File: config.mk
export PLATFORM = sky130hd
export DESIGN_NAME = io_sequencer_flat
export DESIGN_NICKNAME = d
export VERILOG_FILES = /design/src/rtl/io_pkg.sv /design/src/rtl/io_sequencer_if.sv /design/src/rtl/io_debouncer.sv /design/src/rtl/io_sequencer.sv /design/src/flat_wrapper.sv
export SDC_FILE = /design/constraint.sdc
export NUM_CORES = 1
export LEC_CHECK = 0
export ABC_AREA = 1
export BUFFER_PORTS_ARGS = -buffer_cell sky130_fd_sc_hd__buf_2
export CAP_MARGIN = 10
export CORE_ASPECT_RATIO = 1.1
export CORE_MARGIN = 3
export CORE_UTILIZATION = 48
export CTS_CLUSTER_DIAMETER = 60
export DETAILED_ROUTE_END_ITERATION = 8
export GPL_TIMING_DRIVEN = 0
export HOLD_SLACK_MARGIN = 0.1
export PLACE_DENSITY = 0.78
export SLEW_MARGIN = 20
export SYNTH_ARGS = -nofsm -noshare
export SYNTH_HDL_FRONTEND = slang
export SYNTH_SLANG_ARGS = --single-unit
File: constraint.sdc
create_clock -name clock -period 2.3 [get_ports clock]
set_input_delay 0.23 -clock clock [delete_from_list [all_inputs] [get_ports clock]]
set_output_delay 0.23 -clock clock [all_outputs]
set_load 0.02 [all_outputs]
File: src/rtl/io_pkg.sv
// Shared types and constants for the I/O sequencer slice.
package io_pkg;

    typedef enum logic [1:0] {
        RUN        = 2'd0,
        WAIT_PRESS = 2'd1,
        CAPTURE    = 2'd2
    } io_state_e;

    // Mem2Reg select value that routes in_data into the register-file write port
    localparam logic [1:0] MEM2REG_IN = 2'b01;

    localparam int unsigned DATA_WIDTH_DEFAULT      = 32;
    localparam int unsigned SW_WIDTH_DEFAULT        = 16;
    localparam int unsigned DEBOUNCE_CYCLES_DEFAULT = 16;

endpackage

File: src/rtl/io_sequencer_if.sv
// Control-unit and board-side signal bundle of the I/O sequencer.
interface io_sequencer_if
    import io_pkg::*;
#(
    parameter int unsigned DATA_WIDTH = DATA_WIDTH_DEFAULT,
    parameter int unsigned SW_WIDTH   = SW_WIDTH_DEFAULT
);

    logic                  op_io;
    logic                  halt;
    logic                  reg_write_i;
    logic [DATA_WIDTH-1:0] out_operand;
    logic [SW_WIDTH-1:0]   switches;
    logic                  confirm_btn;

    logic                  pc_enable;
    logic                  reg_write_o;
    logic [DATA_WIDTH-1:0] in_data;
    logic [DATA_WIDTH-1:0] out_reg;
    logic                  out_strobe;
    logic                  waiting_input;

    modport master (
        output op_io, halt, reg_write_i, out_operand, switches, confirm_btn,
        input  pc_enable, reg_write_o, in_data, out_reg, out_strobe, waiting_input
    );

    modport slave (
        input  op_io, halt, reg_write_i, out_operand, switches, confirm_btn,
        output pc_enable, reg_write_o, in_data, out_reg, out_strobe, waiting_input
    );

endinterface

File: src/rtl/io_debouncer.sv
// Two-flop synchroniser plus stability counter for the raw confirm button.
module io_debouncer
    import io_pkg::*;
#(
    parameter int unsigned DEBOUNCE_CYCLES = DEBOUNCE_CYCLES_DEFAULT
) (
    input  logic clock,
    input  logic reset_n,
    input  logic i_btn_raw,
    output logic o_db_level
);

    localparam int unsigned CNT_W = $clog2(DEBOUNCE_CYCLES);
    localparam logic [CNT_W-1:0] CNT_LAST = CNT_W'(DEBOUNCE_CYCLES - 1);

    logic             r_sync1;
    logic             r_sync2;
    logic             r_level;
    logic [CNT_W-1:0] r_cnt;

    always_ff @(posedge clock or negedge reset_n) begin
        if (!reset_n) begin
            r_sync1 <= 1'b0;
            r_sync2 <= 1'b0;
        end else begin
            r_sync1 <= i_btn_raw;
            r_sync2 <= r_sync1;
        end
    end

    // Level flips only after DEBOUNCE_CYCLES consecutive differing samples
    always_ff @(posedge clock or negedge reset_n) begin
        if (!reset_n) begin
            r_level <= 1'b0;
            r_cnt   <= '0;
        end else if (r_sync2 == r_level) begin
            r_cnt <= '0;
        end else if (r_cnt == CNT_LAST) begin
            r_level <= ~r_level;
            r_cnt   <= '0;
        end else begin
            r_cnt <= r_cnt + CNT_W'(1);
        end
    end

    assign o_db_level = r_level;

endmodule

File: src/rtl/io_sequencer.sv
// Stalls the datapath on IN until a debounced confirm press, and latches OUT operands.
module io_sequencer
    import io_pkg::*;
#(
    parameter int unsigned DATA_WIDTH      = DATA_WIDTH_DEFAULT,
    parameter int unsigned SW_WIDTH        = SW_WIDTH_DEFAULT,
    parameter int unsigned DEBOUNCE_CYCLES = DEBOUNCE_CYCLES_DEFAULT
) (
    input  logic    clock,
    input  logic    reset_n,
    io_sequencer_if.slave bus
);

    io_state_e             r_state;
    io_state_e             w_next;
    logic                  w_db_level;
    logic                  r_armed;
    logic [SW_WIDTH-1:0]   r_sw_sync1;
    logic [SW_WIDTH-1:0]   r_sw_sync2;
    logic [DATA_WIDTH-1:0] r_in_data;
    logic [DATA_WIDTH-1:0] r_out_reg;
    logic                  r_out_strobe;
    logic                  r_waiting;
    logic                  w_pc_enable;
    logic                  w_reg_write;
    logic                  w_capture;
    logic                  w_out_fire;

    io_debouncer #(
        .DEBOUNCE_CYCLES (DEBOUNCE_CYCLES)
    ) u_debouncer (
        .clock      (clock),
        .reset_n    (reset_n),
        .i_btn_raw  (bus.confirm_btn),
        .o_db_level (w_db_level)
    );

    always_ff @(posedge clock or negedge reset_n) begin
        if (!reset_n) begin
            r_sw_sync1 <= '0;
            r_sw_sync2 <= '0;
        end else begin
            r_sw_sync1 <= bus.switches;
            r_sw_sync2 <= r_sw_sync1;
        end
    end

    always_ff @(posedge clock or negedge reset_n) begin
        if (!reset_n) r_state <= RUN;
        else          r_state <= w_next;
    end

    // Halt gates PC and write in the same cycle; only an armed press leaves WAIT_PRESS
    always_comb begin
        w_next      = r_state;
        w_pc_enable = 1'b0;
        w_reg_write = 1'b0;
        w_capture   = 1'b0;
        w_out_fire  = 1'b0;
        case (r_state)
            RUN: begin
                if (bus.halt) begin
                    w_next = WAIT_PRESS;
                end else begin
                    w_pc_enable = 1'b1;
                    w_reg_write = bus.reg_write_i;
                    w_out_fire  = bus.op_io;
                end
            end
            WAIT_PRESS: begin
                if (w_db_level && r_armed) begin
                    w_capture = 1'b1;
                    w_next    = CAPTURE;
                end
            end
            CAPTURE: begin
                w_pc_enable = 1'b1;
                w_reg_write = bus.reg_write_i;
                w_next      = RUN;
            end
            default: w_next = RUN;
        endcase
    end

    // A press held through a capture must be released before it can satisfy another IN
    always_ff @(posedge clock or negedge reset_n) begin
        if (!reset_n)                r_armed <= 1'b1;
        else if (r_state == CAPTURE) r_armed <= 1'b0;
        else if (!w_db_level)        r_armed <= 1'b1;
    end

    always_ff @(posedge clock or negedge reset_n) begin
        if (!reset_n) begin
            r_in_data    <= '0;
            r_out_reg    <= '0;
            r_out_strobe <= 1'b0;
            r_waiting    <= 1'b0;
        end else begin
            if (w_capture)  r_in_data <= DATA_WIDTH'(r_sw_sync2);
            if (w_out_fire) r_out_reg <= bus.out_operand;
            r_out_strobe <= w_out_fire;
            r_waiting    <= (w_next == WAIT_PRESS);
        end
    end

    assign bus.pc_enable     = w_pc_enable;
    assign bus.reg_write_o   = w_reg_write;
    assign bus.in_data       = r_in_data;
    assign bus.out_reg       = r_out_reg;
    assign bus.out_strobe    = r_out_strobe;
    assign bus.waiting_input = r_waiting;

endmodule

File: src/flat_wrapper.sv
// flat-port wrapper written by rule: the top's interface ports become plain ports
module io_sequencer_flat import io_pkg::*;
#(
    parameter int unsigned DATA_WIDTH      = DATA_WIDTH_DEFAULT,
    parameter int unsigned SW_WIDTH        = SW_WIDTH_DEFAULT,
    parameter int unsigned DEBOUNCE_CYCLES = DEBOUNCE_CYCLES_DEFAULT
)
  (clock, reset_n, bus_op_io, bus_halt, bus_reg_write_i, bus_out_operand, bus_switches, bus_confirm_btn, bus_pc_enable, bus_reg_write_o, bus_in_data, bus_out_reg, bus_out_strobe, bus_waiting_input);
  io_sequencer_if #(.DATA_WIDTH(DATA_WIDTH), .SW_WIDTH(SW_WIDTH)) bus_i ();
  input  logic clock;
  input  logic reset_n;
  input wire logic [$bits(bus_i.op_io)-1:0] bus_op_io;
  input wire logic [$bits(bus_i.halt)-1:0] bus_halt;
  input wire logic [$bits(bus_i.reg_write_i)-1:0] bus_reg_write_i;
  input wire logic [$bits(bus_i.out_operand)-1:0] bus_out_operand;
  input wire logic [$bits(bus_i.switches)-1:0] bus_switches;
  input wire logic [$bits(bus_i.confirm_btn)-1:0] bus_confirm_btn;
  output wire logic [$bits(bus_i.pc_enable)-1:0] bus_pc_enable;
  output wire logic [$bits(bus_i.reg_write_o)-1:0] bus_reg_write_o;
  output wire logic [$bits(bus_i.in_data)-1:0] bus_in_data;
  output wire logic [$bits(bus_i.out_reg)-1:0] bus_out_reg;
  output wire logic [$bits(bus_i.out_strobe)-1:0] bus_out_strobe;
  output wire logic [$bits(bus_i.waiting_input)-1:0] bus_waiting_input;
  assign bus_i.op_io = bus_op_io;
  assign bus_i.halt = bus_halt;
  assign bus_i.reg_write_i = bus_reg_write_i;
  assign bus_i.out_operand = bus_out_operand;
  assign bus_i.switches = bus_switches;
  assign bus_i.confirm_btn = bus_confirm_btn;
  assign bus_pc_enable = bus_i.pc_enable;
  assign bus_reg_write_o = bus_i.reg_write_o;
  assign bus_in_data = bus_i.in_data;
  assign bus_out_reg = bus_i.out_reg;
  assign bus_out_strobe = bus_i.out_strobe;
  assign bus_waiting_input = bus_i.waiting_input;
  io_sequencer #(.DATA_WIDTH(DATA_WIDTH), .SW_WIDTH(SW_WIDTH), .DEBOUNCE_CYCLES(DEBOUNCE_CYCLES)) u_core (.clock(clock), .reset_n(reset_n), .bus(bus_i));
endmodule
After elaboration in Yosys (flattened, before gate mapping)
Cells that the tools add are included.
{"block": "totals", "regBits": 92, "out_inout_bits": 68}
{"block": "op_classes", "n_eq_ne": 6, "bitwise_logic": 2, "addsub": 1, "reduce_logical": 3, "mux": 15}
{"op": "$mux W1", "count": 8}
{"op": "$mux W4", "count": 2}
{"op": "$add A4 B1 Y4 const B", "count": 1}
{"op": "$eq A2 B1 Y1 const B", "count": 2}
{"op": "$eq A4 B4 Y1 const B", "count": 1}
{"op": "$mux W2", "count": 2}
{"op": "$pmux W1 S2", "count": 2}
{"op": "$pmux W2 S2", "count": 1}
{"op": "$eq A2 B2 Y1 const B", "count": 1}
{"op": "$logic_not A2 Y1", "count": 1}
{"op": "$ne A2 B1 Y1 const B", "count": 1}
{"op": "$not A1 Y1", "count": 2}
{"op": "$reduce_and A2 Y1", "count": 1}
{"op": "$eq A1 B1 Y1", "count": 1}
{"op": "$logic_and A1 B1 Y1", "count": 1}

Longest topological paths before layout
{"block": "logic_depth", "ltp_word": 4, "mapped_depth": 6, "depth_no_buf": 5}

By module
A second synthesis with hierarchy kept.
{"block": "unflattened", "hier_cells": 309, "area_unflattened_um2": 3305.7}
{"mod": "io_sequencer", "instances": 1, "seq_area_each_um2": 2128.3, "area_each_um2": 3030.4, "cells_per_inst": 281}
{"mod": "io_debouncer", "instances": 1, "seq_area_each_um2": 175.2, "area_each_um2": 275.3, "cells_per_inst": 28}

Least setup slack after synthesis
No wires, ideal clock.
{"block": "synth_timing", "path_kind": "register to output", "startpoint": "register u_core.r_state[0]", "endpoint": "output port bus_reg_write_o", "path_buffers": 0, "path_stages_with_launch": 4, "required_time_ns": 2.070, "slack_ns": 0.872, "arrival_time_ns": 1.198, "path_cell_list": "dfrtp_1 -> nor2_2 -> inv_1 -> a21boi_0"}
{"block": "synth_via", "elab_chain_len": 2, "elab_cells_between_ends": 3}
{"item": "start, declared", "line": "io_sequencer.sv:14", "rtl": "io_state_e r_state;"}
{"item": "start signal, assigned", "line": "io_sequencer.sv:50", "rtl": "else r_state <= w_next;"}
{"item": "$eq A2 B2 Y1 or $logic_not A2 Y1 (tied branches)", "line": "io_sequencer.sv:60", "rtl": "case (r_state)"}
{"item": "$pmux W1 S2 (*)", "line": "io_sequencer.sv:60"}
{"item": "end, declared", "line": "flat_wrapper.sv:19", "rtl": "output wire logic [$bits(bus_i.reg_write_o)-1:0] bus_reg_write_o;"}
Every way passes the cells marked *; elsewhere a longest branch is shown, timed or not.

Worst setup path after layout
Ends and elaborated chain as after synthesis.

==> results.md <==
Worst setup path:
- The kind of start point of the critical path is a flip-flop.
- The depth of the most critical reg-to-reg path is 5.
- The worst register-to-register path begins at u_core.r_state[0].
- At the worst endpoint, the required time is 2070 ps.
- In this run the register-to-register setup slack is 920 ps.
- The classification of the worst setup path is flip-flop to primary output.
- The type of destination of the critical path is a primary output.
- In this run the critical register-to-register path is captured at u_core.bus.out_reg[29].
- The largest fanout on the critical path is 9.
- At the worst endpoint, the arrival time is 1580 ps.

Die:
- The area of the die is 7910 µm².
- The die is 85.1 µm wide.
- The die is ~93 µm tall.
- In this run the standard cell core region covers 6630 µm².
- The initial utilization of the core area, before any placement, comes to 49.8%.
- The site row count is 31.
- In this run the count of I/O pins placed on the die edge is between 100 and 150.

Clocking:
- The number of setup buffers added after CTS is 0.
- The total of cells resized after clock tree synthesis is 0.
- Hold repair after CTS inserted 25 buffers.
- The CTS buffer count is 9.
- In this run the deepest clock path goes through 2 buffers.
- Clock tree synthesis found a total of 92 sinks.
- The H-tree was split into 3 levels.
- The CTS tree is yes.
- The later pin in the worst-skew pair is clocked with a latency of 340 ps.
- The root cell of the clock tree is sky130_fd_sc_hd__clkbuf_8.
- After clock tree synthesis, the clock-pin slew on the worst setup and hold paths is 90 ps.

Placed design:
- The cell count after placement is 509.
- The count of input and output buffers is between 100 and 150.
- The routability-driven placement congestion ratio is 0.750.
- The setup slack at placement is 795 ps.
- The HPWL after detailed placement is 4730 µm.

Yosys:
- After synthesis, flip-flops and latches occupy 69.8% of the total area.
- The warning count from the yosys run is 0.
- Dividing the synthesized area by the synthesized cell count gives 10.8 µm².
- After synthesis the netlist holds a flip-flop and latch count of 92.
- In the synthesized netlist, the number of instances is 306.
- The post-synth design cell area is ~3300 µm².
- The number of enable flip-flop cells after synthesis is 0.
- The async set-reset flop share out of synthesis is 100%.
- The count of cell types in the netlist is 21.
- The most instantiated flip-flop cell in the synthesis netlist is sky130_fd_sc_hd__dfrtp_1.

Job:
- The number of violations of the max-capacitance limit is 0.

Cells and area:
- In the final layout, the multi-input gates occupy 825 µm².
- The number of inserted diodes is 0.
- The number of nets in the layout is 518.
- The sequential cells in the finished layout cover a total of roughly 2300 µm².
- Cells fill 68.2% of the core in the end.
- The ratio of cells with drive above 1 in the final layout is 33.5%.
- Counting the fill cells in the layout gives 547.
- From synthesis to final layout, the design area changed by 36.9%.
- The register with the most flip-flops in the layout has 32 of them.
- The count of cells in the finished layout, fillers not included, comes to 550.

Detailed routing:
- The number of violations reported at the end of detailed-routing iteration 0 is 130.
- The detail route stage leaves a number of antenna-violating nets equal to 0.
- The residual DRC count is 0.
- The number of vias in the routed layout is 2479.
- The routed length per instance is 12.3 µm.
- The final wirelength is 6760 µm.
- The detailed-routing iteration count for the pre-antenna-repair pass is 4.
- The detail-routed via count per cell is 4.51.

Timing:
- The final cycle utilization of the critical path is roughly 80%.
- The final period demand of the worst path is 1810 ps.
- The final-report max-slew violation count is 0.
- The fmax is 0.552 GHz.
- Setup violations remaining at the end of the flow were counted as 0.
- The final critical-path setup slack is ~490 ps.
- The setup TNS is 0 ps.
- Setup repair after global routing left no endpoint under its margin.
- The final clock skew is 11.2 ps.
- The count of endpoints failing hold in the final timing report came to 0.

Power and ir drop:
- Dividing total power by cell area gives a power density of around 760 nW/µm².
- For this design the static power due to leakage is 2.60 nW.
- The maximum vdd drop is 473 µV.

Global route:
- Entering global routing, the biggest net connects 59 pins.
- The initial antenna violation count was 0.
- The via count of the first global-routing pass is about 2500.
- The total congestion overflow is 0.
- The global-route wire length before repair is 11100 µm.
- In the global route stage, overall resource usage came out at around 18%.

Hold path:
- The worst hold-check path type is primary input to flip-flop.
- The startpoint of the lowest-slack hold path is bus_out_operand[18].
- The number of stages on the worst hold path is 3.
- For hold timing, the worst endpoint is u_core.bus.out_reg[18].

Run status:
- The run finished with clean final reports.
[worst max-delay path by stage]
stage | start | end | slack, ps | depth (start not counted)
floorplan | u_core.r_state[0] | bus_reg_write_o | 870 | 3
global placement | reset_n | u_core.bus.out_strobe | 250 | 1
detailed placement | u_core.r_state[0] | bus_reg_write_o | 800 | 4
CTS | u_core.r_state[0] | bus_reg_write_o | 440 | 4
global route | u_core.r_state[0] | bus_reg_write_o | 300 | 4
finish | u_core.r_state[0] | bus_reg_write_o | 490 | 4
[where the power goes]
part           leakage (nW)  total (mW)  internal (mW)  switching [mW]
Combinational          1.31       0.353          0.146           0.207
Clock                 0.128        1.32          0.763           0.555
Sequential             1.16        1.74           1.70          0.0405
[synth_stat cells, types with 2 or more instances]
cell type	instances	share of area [%]
sky130_fd_sc_hd__buf_4	17	3.9
sky130_fd_sc_hd__nor2_1	5	0.57
sky130_fd_sc_hd__nor3_1	2	0.30
sky130_fd_sc_hd__nand3_1	51	7.7
sky130_fd_sc_hd__nand2_1	105	12
sky130_fd_sc_hd__nor2_2	2	0.38
sky130_fd_sc_hd__dfrtp_1	91	69
sky130_fd_sc_hd__o21ai_0	2	0.30
sky130_fd_sc_hd__inv_1	10	1.1
sky130_fd_sc_hd__buf_2	10	1.5
[cells in the final DEF (no fill, tap or decap), drive strengths merged]
cell / Yosys / layout
buf: 28 / 134
clkbuf: 0 / 10
conb: 1 / 16
o21ai: 2 / 2
inv: 11 / 14
a21boi: 1 / 1
dlygate4sd3: 0 / 25
dfstp: 1 / 1
ha: 1 / 1
nor3: 2 / 2
nand2: 107 / 107
nand3: 51 / 51
xnor2: 1 / 1
nand4: 1 / 1
dfrtp: 91 / 91
nor2: 8 / 8
bufinv: 0 / 3
[cell families (layout without fill, tap and decap cells)]
group | Yosys count | count (layout) | synth area share (%)
flops | 92 | 92 | 69.8
other cells | 1 | 16 | 0.114
xor+xnor | 1 | 1 | 0.265
buf+inv | 39 | 186 | 6.97
simple gates | 169 | 169 | 22.0
fa+ha+maj | 1 | 1 | 0.379
compound gates | 3 | 3 | 0.531
[layer usage]
metal	track usage (%)	share of wire, %
met4	7.26	1.2
met1	21.1	41
met2	31.3	52
met5	0	0
met3	3.79	5.8
[area by class of cell]
class | count | share of cell area (%)
Buffer | 28 | 4.18
Clock buffer | 10 | 3.04
Clock inverter | 6 | 2.57
Inverter | 11 | 0.913
Multi-Input combinational cell | 190 | 18.2
Sequential cell | 92 | 51.0
Tap cell | 82 | 2.27
Timing Repair Buffer | 131 | 17.8
[per-stage QoR]
| stage | hold slack, ps | power (mW) | instance area, µm² |
|---|---|---|---|
| detailed placement | 216 | 2.10 | 4020 |
| CTS | 101 | 3.45 | 4520 |
| global route | 107 | 3.57 | 4520 |
| floorplan | -65.6 | 1.94 | 3360 |
| global placement | 333 | 2.08 | 3990 |
| finish | 109 | 3.42 | 4520 |
[critical path, cell delays in order (launching register included)]
cell	delay, ps
sky130_fd_sc_hd__dfrtp_1	400
sky130_fd_sc_hd__nor2_2	370
sky130_fd_sc_hd__inv_1	120
sky130_fd_sc_hd__a21boi_0	170
sky130_fd_sc_hd__buf_2	190
No activity file was read; power rests on OpenSTA's default activity.
